[config.mk]
export PLATFORM = sky130hd
export DESIGN_NAME = rij_ctrl_flat
export DESIGN_NICKNAME = d
export VERILOG_FILES = /design/src/rtl/rij_ctrl_if.sv /design/src/rtl/rij_ctrl.sv /design/src/flat_wrapper.sv
export SDC_FILE = /design/constraint.sdc
export NUM_CORES = 1
export LEC_CHECK = 0
export CORE_MARGIN = 1.5
export CORE_UTILIZATION = 41
export DETAILED_ROUTE_END_ITERATION = 8
export PLACE_DENSITY_LB_ADDON = 0.15
export REMOVE_ABC_BUFFERS = 1
export SYNTH_ARGS = -nofsm -noshare
export SYNTH_HDL_FRONTEND = slang
export SYNTH_SLANG_ARGS = --single-unit
[constraint.sdc]
create_clock -name clk -period 2.69 [get_ports clk]
set_clock_uncertainty 0.15 [all_clocks]
set_input_delay 0.4035 -clock clk [delete_from_list [all_inputs] [get_ports clk]]
set_output_delay 0.4035 -clock clk [all_outputs]
set_load 0.02 [all_outputs]
[src/rtl/rij_ctrl_if.sv]
// Control bundle between the R/I/J CPU controller and its datapath
// (fetch unit, register file, ALU, operand muxes, data memory).
interface rij_ctrl_if;
  logic [31:0] Inst_code;
  logic        ZF;
  logic [1:0]  PC_s;
  logic        PC_Write;
  logic        IR_Write;
  logic        Write_Reg;
  logic [1:0]  rd_sel;
  logic [1:0]  wr_data_s;
  logic [2:0]  ALU_OP;
  logic        imm_s;
  logic        imm_ext;
  logic        Mem_Write;
  logic [31:0] IR;
  logic [2:0]  state;
  logic        illegal;

  modport master (
    input  Inst_code, ZF,
    output PC_s, PC_Write, IR_Write, Write_Reg, rd_sel, wr_data_s,
           ALU_OP, imm_s, imm_ext, Mem_Write, IR, state, illegal
  );

  modport slave (
    output Inst_code, ZF,
    input  PC_s, PC_Write, IR_Write, Write_Reg, rd_sel, wr_data_s,
           ALU_OP, imm_s, imm_ext, Mem_Write, IR, state, illegal
  );
endinterface

[src/rtl/rij_ctrl.sv]
// Multi-cycle IF/ID/EX/MEM/WB controller for the R/I/J CPU. Latches the
// instruction, decodes it and sequences exactly one PC update per instruction.
module rij_ctrl (
  input logic       clk,
  input logic       rst,
  rij_ctrl_if.master bus
);

  typedef enum logic [2:0] {
    S_IF  = 3'd0,
    S_ID  = 3'd1,
    S_EX  = 3'd2,
    S_MEM = 3'd3,
    S_WB  = 3'd4
  } state_t;

  state_t      state_q, state_d;
  logic [31:0] ir_q;
  logic [5:0]  opcode, funct;

  logic       legal, is_rtype, is_nop, is_jr, is_j, is_jal;
  logic       is_beq, is_bne, is_lw, is_sw;
  logic [2:0] alu_op_dec;
  logic       imm_s_dec, imm_ext_dec;

  logic       pc_write, ir_write, write_reg, mem_write, illegal_p, alu_en;
  logic [1:0] pc_s, rd_sel, wr_data_s;

  assign opcode = ir_q[31:26];
  assign funct  = ir_q[5:0];

  always_ff @(posedge clk or posedge rst) begin
    if (rst) begin
      state_q <= S_IF;
      ir_q    <= '0;
    end else begin
      state_q <= state_d;
      if (state_q == S_IF)
        ir_q <= bus.Inst_code;
    end
  end

  always_comb begin
    legal       = 1'b1;
    is_rtype    = 1'b0;
    is_nop      = 1'b0;
    is_jr       = 1'b0;
    is_j        = 1'b0;
    is_jal      = 1'b0;
    is_beq      = 1'b0;
    is_bne      = 1'b0;
    is_lw       = 1'b0;
    is_sw       = 1'b0;
    alu_op_dec  = 3'b000;
    imm_s_dec   = 1'b0;
    imm_ext_dec = 1'b0;
    case (opcode)
      6'b000000: begin
        is_rtype = 1'b1;
        case (funct)
          6'b000000: is_nop     = 1'b1;
          6'b001000: is_jr      = 1'b1;
          6'b100000: alu_op_dec = 3'b100;
          6'b100010: alu_op_dec = 3'b101;
          6'b100100: alu_op_dec = 3'b000;
          6'b100101: alu_op_dec = 3'b001;
          6'b100110: alu_op_dec = 3'b010;
          6'b100111: alu_op_dec = 3'b011;
          6'b101010: alu_op_dec = 3'b110;
          default:   legal      = 1'b0;
        endcase
      end
      6'b000010: is_j   = 1'b1;
      6'b000011: is_jal = 1'b1;
      6'b000100: begin is_beq = 1'b1; alu_op_dec = 3'b101; end
      6'b000101: begin is_bne = 1'b1; alu_op_dec = 3'b101; end
      6'b001000: begin alu_op_dec = 3'b100; imm_s_dec = 1'b1; imm_ext_dec = 1'b1; end
      6'b001100: begin alu_op_dec = 3'b000; imm_s_dec = 1'b1; end
      6'b001101: begin alu_op_dec = 3'b001; imm_s_dec = 1'b1; end
      6'b001110: begin alu_op_dec = 3'b010; imm_s_dec = 1'b1; end
      6'b100011: begin is_lw = 1'b1; alu_op_dec = 3'b100; imm_s_dec = 1'b1; imm_ext_dec = 1'b1; end
      6'b101011: begin is_sw = 1'b1; alu_op_dec = 3'b100; imm_s_dec = 1'b1; imm_ext_dec = 1'b1; end
      default:   legal = 1'b0;
    endcase
  end

  // Every terminal state raises pc_write exactly once, so the fetch unit's
  // PC_new is always instruction address + 4 while this instruction runs.
  always_comb begin
    state_d   = S_IF;
    pc_write  = 1'b0;
    pc_s      = 2'b00;
    ir_write  = 1'b0;
    write_reg = 1'b0;
    rd_sel    = 2'b00;
    wr_data_s = 2'b00;
    mem_write = 1'b0;
    illegal_p = 1'b0;
    alu_en    = 1'b0;
    case (state_q)
      S_IF: begin
        ir_write = 1'b1;
        state_d  = S_ID;
      end
      S_ID: begin
        if (!legal) begin
          illegal_p = 1'b1;
          pc_write  = 1'b1;
        end else if (is_j || is_jal) begin
          pc_write = 1'b1;
          pc_s     = 2'b11;
          if (is_jal) begin
            write_reg = 1'b1;
            rd_sel    = 2'b10;
            wr_data_s = 2'b10;
          end
        end else if (is_jr) begin
          pc_write = 1'b1;
          pc_s     = 2'b01;
        end else begin
          state_d = S_EX;
        end
      end
      S_EX: begin
        alu_en = 1'b1;
        if (is_beq || is_bne) begin
          pc_write = 1'b1;
          if ((is_beq && bus.ZF) || (is_bne && !bus.ZF))
            pc_s = 2'b10;
        end else if (is_lw || is_sw) begin
          state_d = S_MEM;
        end else begin
          state_d = S_WB;
        end
      end
      S_MEM: begin
        alu_en = 1'b1;
        if (is_sw) begin
          mem_write = 1'b1;
          pc_write  = 1'b1;
        end else begin
          state_d = S_WB;
        end
      end
      S_WB: begin
        alu_en    = 1'b1;
        write_reg = !is_nop;
        rd_sel    = is_rtype ? 2'b00 : 2'b01;
        wr_data_s = is_lw ? 2'b01 : 2'b00;
        pc_write  = 1'b1;
      end
      default: state_d = S_IF;
    endcase
  end

  // Reset parks the FSM in IF, whose IR_Write must not leak out while rst is high.
  assign bus.PC_Write  = pc_write  & ~rst;
  assign bus.IR_Write  = ir_write  & ~rst;
  assign bus.Write_Reg = write_reg & ~rst;
  assign bus.Mem_Write = mem_write & ~rst;
  assign bus.illegal   = illegal_p & ~rst;
  assign bus.PC_s      = pc_s;
  assign bus.rd_sel    = rd_sel;
  assign bus.wr_data_s = wr_data_s;
  assign bus.ALU_OP    = alu_en ? alu_op_dec  : 3'b000;
  assign bus.imm_s     = alu_en ? imm_s_dec   : 1'b0;
  assign bus.imm_ext   = alu_en ? imm_ext_dec : 1'b0;
  assign bus.IR        = ir_q;
  assign bus.state     = state_q;

endmodule

[src/flat_wrapper.sv]
// flat-port wrapper written by rule: the top's interface ports become plain ports
module rij_ctrl_flat 
  (clk, rst, bus_Inst_code, bus_ZF, bus_PC_s, bus_PC_Write, bus_IR_Write, bus_Write_Reg, bus_rd_sel, bus_wr_data_s, bus_ALU_OP, bus_imm_s, bus_imm_ext, bus_Mem_Write, bus_IR, bus_state, bus_illegal);
  rij_ctrl_if bus_i ();
  input logic clk;
  input logic rst;
  input wire logic [$bits(bus_i.Inst_code)-1:0] bus_Inst_code;
  input wire logic [$bits(bus_i.ZF)-1:0] bus_ZF;
  output wire logic [$bits(bus_i.PC_s)-1:0] bus_PC_s;
  output wire logic [$bits(bus_i.PC_Write)-1:0] bus_PC_Write;
  output wire logic [$bits(bus_i.IR_Write)-1:0] bus_IR_Write;
  output wire logic [$bits(bus_i.Write_Reg)-1:0] bus_Write_Reg;
  output wire logic [$bits(bus_i.rd_sel)-1:0] bus_rd_sel;
  output wire logic [$bits(bus_i.wr_data_s)-1:0] bus_wr_data_s;
  output wire logic [$bits(bus_i.ALU_OP)-1:0] bus_ALU_OP;
  output wire logic [$bits(bus_i.imm_s)-1:0] bus_imm_s;
  output wire logic [$bits(bus_i.imm_ext)-1:0] bus_imm_ext;
  output wire logic [$bits(bus_i.Mem_Write)-1:0] bus_Mem_Write;
  output wire logic [$bits(bus_i.IR)-1:0] bus_IR;
  output wire logic [$bits(bus_i.state)-1:0] bus_state;
  output wire logic [$bits(bus_i.illegal)-1:0] bus_illegal;
  assign bus_i.Inst_code = bus_Inst_code;
  assign bus_i.ZF = bus_ZF;
  assign bus_PC_s = bus_i.PC_s;
  assign bus_PC_Write = bus_i.PC_Write;
  assign bus_IR_Write = bus_i.IR_Write;
  assign bus_Write_Reg = bus_i.Write_Reg;
  assign bus_rd_sel = bus_i.rd_sel;
  assign bus_wr_data_s = bus_i.wr_data_s;
  assign bus_ALU_OP = bus_i.ALU_OP;
  assign bus_imm_s = bus_i.imm_s;
  assign bus_imm_ext = bus_i.imm_ext;
  assign bus_Mem_Write = bus_i.Mem_Write;
  assign bus_IR = bus_i.IR;
  assign bus_state = bus_i.state;
  assign bus_illegal = bus_i.illegal;
  rij_ctrl u_core (.clk(clk), .rst(rst), .bus(bus_i));
endmodule
==> impl_metrics.json, run 1 <==
{
  "num-nets-final": 304,
  "grt_pass1_vias": 1647,
  "n_fill_cell": 369,
  "layout_common_cells": "clkdlybuf4s50_1 (71), dfrtp_1 (35), mux2_2 (31)",
  "vias_per_cell": 5.26,
  "clkTransAtPathRegs_ns": 0.07,
  "place.gp.congestion": 0.840,
  "crit_arrival_ns": 2.07,
  "worst_hold_path_type": "flip-flop to flip-flop",
  "setup_viol": 0,
  "ys.flop_type": "dfrtp_1",
  "ios": 86,
  "cts-buffers-inserted": 5,
  "synth_edf_count": 0,
  "final_common_cell": "clkdlybuf4s50_1",
  "slew_headroom_pct": 70.0,
  "die_h_um": 70.7,
  "powerDensity_nw_per_um2": 1310,
  "dp_hpwl_um": 3480,
  "detail-route-antenna-nets": 0,
  "rsz0062_at_grt": "true",
  "drt_iter0_drc": 95,
  "ctsHoldBuffers": 0,
  "p_leak_nw": 1.27,
  "holdPathStages": 1,
  "clock-sinks": 35,
  "setup_ws_ns": 0.0628,
  "end_kind": "output pin",
  "wl_um": 4750,
  "crit_start": "u_core.bus.IR[29]$_DFFE_PP0P_",
  "grt_first_pass_wirelength_um": 7580,
  "status": "finished clean",
  "dr.pass1.iters": 4,
  "tns_ns": 0,
  "syn_inst": 171,
  "hold_path_end": "u_core.bus.IR[14]$_DFFE_PP0P_",
  "grt_overflow_total": 0,
  "async_flop_share_pct": 100,
  "worstMarginPinSlew_ns": 0.451,
  "grt_use_total_pct": 19.3,
  "final_util_pct": 67.6,
  "rr_startpoint": "u_core.bus.IR[28]$_DFFE_PP0P_",
  "hp-start": "u_core.bus.IR[14]$_DFFE_PP0P_",
  "die_area_um2": 5000,
  "required_ns": 2.14,
  "antenna_found_initial": 0,
  "ys_types": 45,
  "htreeDepth": 2,
  "root_buffer": "clkbuf_8",
  "syn_area_per_cell_um2": 11.0,
  "r2r_cells": 7,
  "r2r_slack_ns": 0.82,
  "numPortBuffers": 85,
  "grt_max_degree": 36,
  "syn_area_um2": 1880,
  "cts_tree": "yes",
  "core_um2": 4380,
  "finalCriticalPeriod_ns": 2.63,
  "clockBufferDepth": 2,
  "diodes": 0,
  "hold_viol": 0,
  "crit_path_max_fanout": 4,
  "min_period_over_period_pct": 97.7,
  "ys_ff_latch": 35,
  "yosys_warnings": 0,
  "ys_seq_area_share_pct": 46.5,
  "drcViolationCount": 0,
  "postCtsSetupRepairBufs": 0,
  "vias": 1695,
  "path_class": "flip-flop to output pin",
  "area_growth_pct": 57.5,
  "ir_worst_vdd_uv": 598,
  "start_kind": "flip-flop",
  "max_freq_mhz": 381,
  "num_rows": 24,
  "finalMaxSlewViolations": 0,
  "clk_latency_ns": 0.28,
  "initial_utilization_pct": 42.9,
  "dieWidth_um": 70.7,
  "post-place-ws_ns": -0.109,
  "drv_cap": 0,
  "drive_above_1_share_pct": 28.9,
  "wl_per_cell_um": 14.8,
  "r2r_end": "u_core.bus.state[1]$_DFF_PP0_"
}
-- flip-flops by register name, indices dropped and copies added, names as in the netlist --
name              cells
u_core.bus.IR        32
u_core.bus.state      3
-- what timing repair did --
action | in CTS | in global routing
gates resized for setup | 29 | 12
endpoints found under the hold margin | 0 | 0
pin swaps | 0 | 5
setup endpoints to repair | 11 | 9
-- per-layer routing --
layer	track usage (%)	vias to the layer above	wire length, um
li1	-	812	-
met1	24.3	806	1970
met2	29.8	65	2320
met3	6.70	12	358
met4	9.22	0	103
met5	0	-	0
-- synth_stat cells (4+ instances only) --
cell type	count	share of area [%]
nand3b_1	4	1.6
nor3_1	7	1.9
o21ai_0	5	1.3
nor2_1	13	2.6
mux2_2	31	19
nand2_1	6	1.2
clkbuf_1	4	0.80
a21oi_1	5	1.3
nand3_1	4	1.1
nor2b_1	4	1.3
dfrtp_1	35	47
-- through the flow --
step                      hold WS (ns)  total power [mW]  std cells  cell area (um2)
after floorplan                  0.370              2.36        158             1790
after global placement           0.339              3.37        314             2850
after detailed placement         0.345              3.40        314             2850
after CTS                        0.363              3.91        322             2970
after global routing             0.373              4.12        322             2960
final                            0.357              3.87        322             2960
-- worst max path at each step --
stage | to | slack, ns | cells past startpoint
floorplan | u_core.bus.IR[0]$_DFFE_PP0P_ | -0.84 | 2
global route | bus_PC_s[1] | -0.005 | 5
finish | bus_PC_s[1] | 0.06 | 5
global placement | bus_ALU_OP[2] | -0.12 | 6
CTS | bus_ALU_OP[0] | -0.006 | 7
detailed placement | bus_PC_s[1] | -0.11 | 5
-- cell families after synthesis --
logic type	after synthesis	synth area share (%)
AOI/OAI and AO/OA	27	9.84
xor gates and xnor gates	2	0.931
buffers and inverters	16	5.65
DFF	35	46.5
muxes	32	19.1
and+or+nand+nor	59	18.0
-- area by class of cell --
cell class | instances | area [um2] | area share, %
clock buffer | 6 | 82.6 | 2.79
timing repair buffer | 104 | 963 | 32.5
inverter | 3 | 11.3 | 0.380
sequential | 35 | 876 | 29.5
clock inverter | 2 | 35.0 | 1.18
multi-input combinational | 120 | 931 | 31.4
tap | 52 | 65.1 | 2.20
-- worst max-delay path, cell delays in order (launching register included) --
cell and delay (ns):
dfrtp_1 0.38, or3_4 0.42, or3_4 0.36, or3_4 0.38, a21oi_2 0.11, buf_4 0.14
-- report_power, final --
| part | switching [mW] | internal (mW) |
|---|---|---|
| logic | 1.16 | 1.22 |
| registers | 0.206 | 0.801 |
| clock network | 0.188 | 0.300 |
(Power assumes the default switching activity.)
==> inputs of run 2 (changes only) <==
Settings changed: CORE_ASPECT_RATIO set to 1.75.
==> run 2 against run 1 <==
Net effect:
- cell area increased by 1.8%
- final cell count is 2.2% higher
- flip-flop and latch count did not move
- worst setup slack gained 0.0056 ns
- sequential power about the same
- total power increased by 1.8%
- critical path type unchanged
- clock-buffer cell count unchanged
- largest power group unchanged
==> impl_metrics.json, run 2 (same netlist as run 1, synthesis figures left out) <==
{
  "grt_overflow_total": 0,
  "hold_viol": 0,
  "switching_share_pct": 39.7,
  "rr_startpoint": "u_core.bus.IR[28]$_DFFE_PP0P_",
  "wl_um": 4710,
  "grt_first_pass_wirelength_um": 7620,
  "crit_start": "u_core.bus.IR[30]$_DFFE_PP0P_",
  "pwr-share-clk_pct": 12.4,
  "crit_path_max_fanout": 4,
  "cts-buffers-inserted": 5,
  "diodes": 0,
  "powerDensity_nw_per_um2": 1310,
  "detail-route-antenna-nets": 0,
  "num_rows": 32,
  "end_kind": "output pin",
  "slew_headroom_pct": 70.2,
  "root_buffer": "clkbuf_8",
  "clkTransAtPathRegs_ns": 0.08,
  "layout.cells.non_filler": 329,
  "wl_per_cell_um": 14.3,
  "post-place-ws_ns": -0.114,
  "clock-sinks": 35,
  "min_period_over_period_pct": 97.5,
  "crit_path_max_incr_delay_ns": 0.42,
  "dieWidth_um": 54.2,
  "clockBufferDepth": 2,
  "ir_worst_vdd_uv": 1100,
  "die_h_um": 92.6,
  "layout_common_cells": "clkdlybuf4s50_1 (71), dfrtp_1 (35), mux2_2 (31)",
  "vias": 1712,
  "num-nets-final": 312,
  "postCtsSetupRepairBufs": 0,
  "grt_use_total_pct": 20.6,
  "setup_viol": 0,
  "grt_max_degree": 36,
  "dp_hpwl_um": 3650,
  "max_freq_mhz": 381,
  "vias_per_cell": 5.20,
  "drt_iter0_drc": 18,
  "sequentialPowerShare_pct": 25.0,
  "critPathBufInv": 2,
  "ios": 86,
  "finalCriticalPeriod_ns": 2.62,
  "path_class": "flip-flop to output pin",
  "die_area_um2": 5020,
  "dp_cells": 321,
  "dr.pass1.iters": 4,
  "start_kind": "flip-flop",
  "area_growth_pct": 60.4,
  "largest_register_ffs": 32,
  "cp_slowest_cell": "or3_4",
  "power.net_switching_mw": 1.56,
  "path_cells": "or3_4 > or3_4 > buf_4 > a21o_2 > a31oi_1 > buf_2",
  "rsz0062_at_grt": "false",
  "required_ns": 2.14,
  "place.gp.congestion": 0.790,
  "setup_ws_ns": 0.0684,
  "finalMaxSlewViolations": 0,
  "drive_above_1_share_pct": 32.4,
  "p_int_mw": 2.38,
  "crit_arrival_ns": 2.07,
  "clk_latency_ns": 0.29,
  "initial_utilization_pct": 42.7,
  "status": "finished clean",
  "ctsHoldBuffers": 0,
  "comb_power_share_pct": 62.7,
  "grt_pass1_vias": 1665,
  "worst_hold_path_type": "flip-flop to flip-flop",
  "htreeDepth": 2,
  "hp-start": "u_core.bus.state[2]$_DFF_PP0_",
  "final_common_cell": "clkdlybuf4s50_1",
  "worstMarginPinSlew_ns": 0.447,
  "p_total_mw": 3.94,
  "antenna_found_initial": 0,
  "p_leak_nw": 1.30,
  "critPathTopFamily": "simple AND/OR/NAND/NOR gates",
  "drv_cap": 0,
  "numPortBuffers": 85,
  "cts_tree": "yes",
  "core_um2": 4400,
  "drcViolationCount": 0,
  "cp_common_cell": "or3_4"
}
## run 2: final timing paths
check	endpoint	slack [ns]	cells after the start
max in group asynchronous	u_core.bus.IR[12]$_DFFE_PP0P_	1.53	3
hold / removal	u_core.bus.state[0]$_DFF_PP0_	0.35	1
setup / recovery	bus_PC_Write	0.07	6
hold reg to reg	u_core.bus.state[0]$_DFF_PP0_	0.35	1
setup reg to reg	u_core.bus.state[1]$_DFF_PP0_	0.78	7
min in group asynchronous	u_core.bus.IR[5]$_DFFE_PP0P_	0.54	3
## run 2: what timing repair did
item,4_1_cts,5_1_grt
pin swaps,1,3
resized for setup,27,23
setup endpoints to repair,11,13
## run 2: power by group through the flow
| stage | sequential, mW | combinational (mW) | clock, mW |
|---|---|---|---|
| finish | 0.983 | 2.47 | 0.487 |
| global route | 1.02 | 2.66 | 0.523 |
| CTS | 0.982 | 2.49 | 0.501 |
| detailed placement | 0.989 | 2.49 | 0 |
| global placement | 0.975 | 2.48 | 0 |
| floorplan | 1.42 | 0.943 | 0 |
## run 2: worst reg2reg max path: cells and delay by family (launching register included)
family / cells / cell delay, ns
and+or+nand+nor: 2 / 0.55
AOI/OAI and AO/OA: 3 / 0.42
DFF: 1 / 0.40
buffers and inverters: 2 / 0.28
## run 2: area by class of cell
type / count / area [um2]
Clock buffer: 6 / 82.6
Clock inverter: 2 / 35.0
Fill cell: 352 / 1390
Inverter: 3 / 11.3
Multi-Input combinational cell: 120 / 933
Sequential cell: 35 / 876
Tap cell: 51 / 63.8
Timing Repair Buffer: 112 / 1020
## run 2: routing by layer
layer | vias up | share of wire (%) | global-route usage [%] | wire (um)
met5 | - | 0 | 0 | 0
met4 | 0 | 2.7 | 8.96 | 126
met3 | 11 | 6.6 | 5.81 | 312
met2 | 66 | 53 | 34.1 | 2490
met1 | 810 | 38 | 23.7 | 1780
li1 | 825 | - | - | -
## run 2: metrics by stage
| step | cell area, um2 | hold slack [ns] | utilization (%) | TNS [ns] |
|---|---|---|---|---|
| 4_1_cts | 3010 | 0.337 | 68.4 | -0.0111 |
| 3_5_place_dp | 2910 | 0.327 | 66.1 | -0.316 |
| 6_report | 3020 | 0.350 | 68.5 | 0 |
| 3_3_place_gp | 2910 | 0.315 | 66.1 | -0.238 |
| 2_1_floorplan | 1790 | 0.370 | - | -26.70 |
| 5_1_grt | 3020 | 0.368 | 68.5 | 0 |
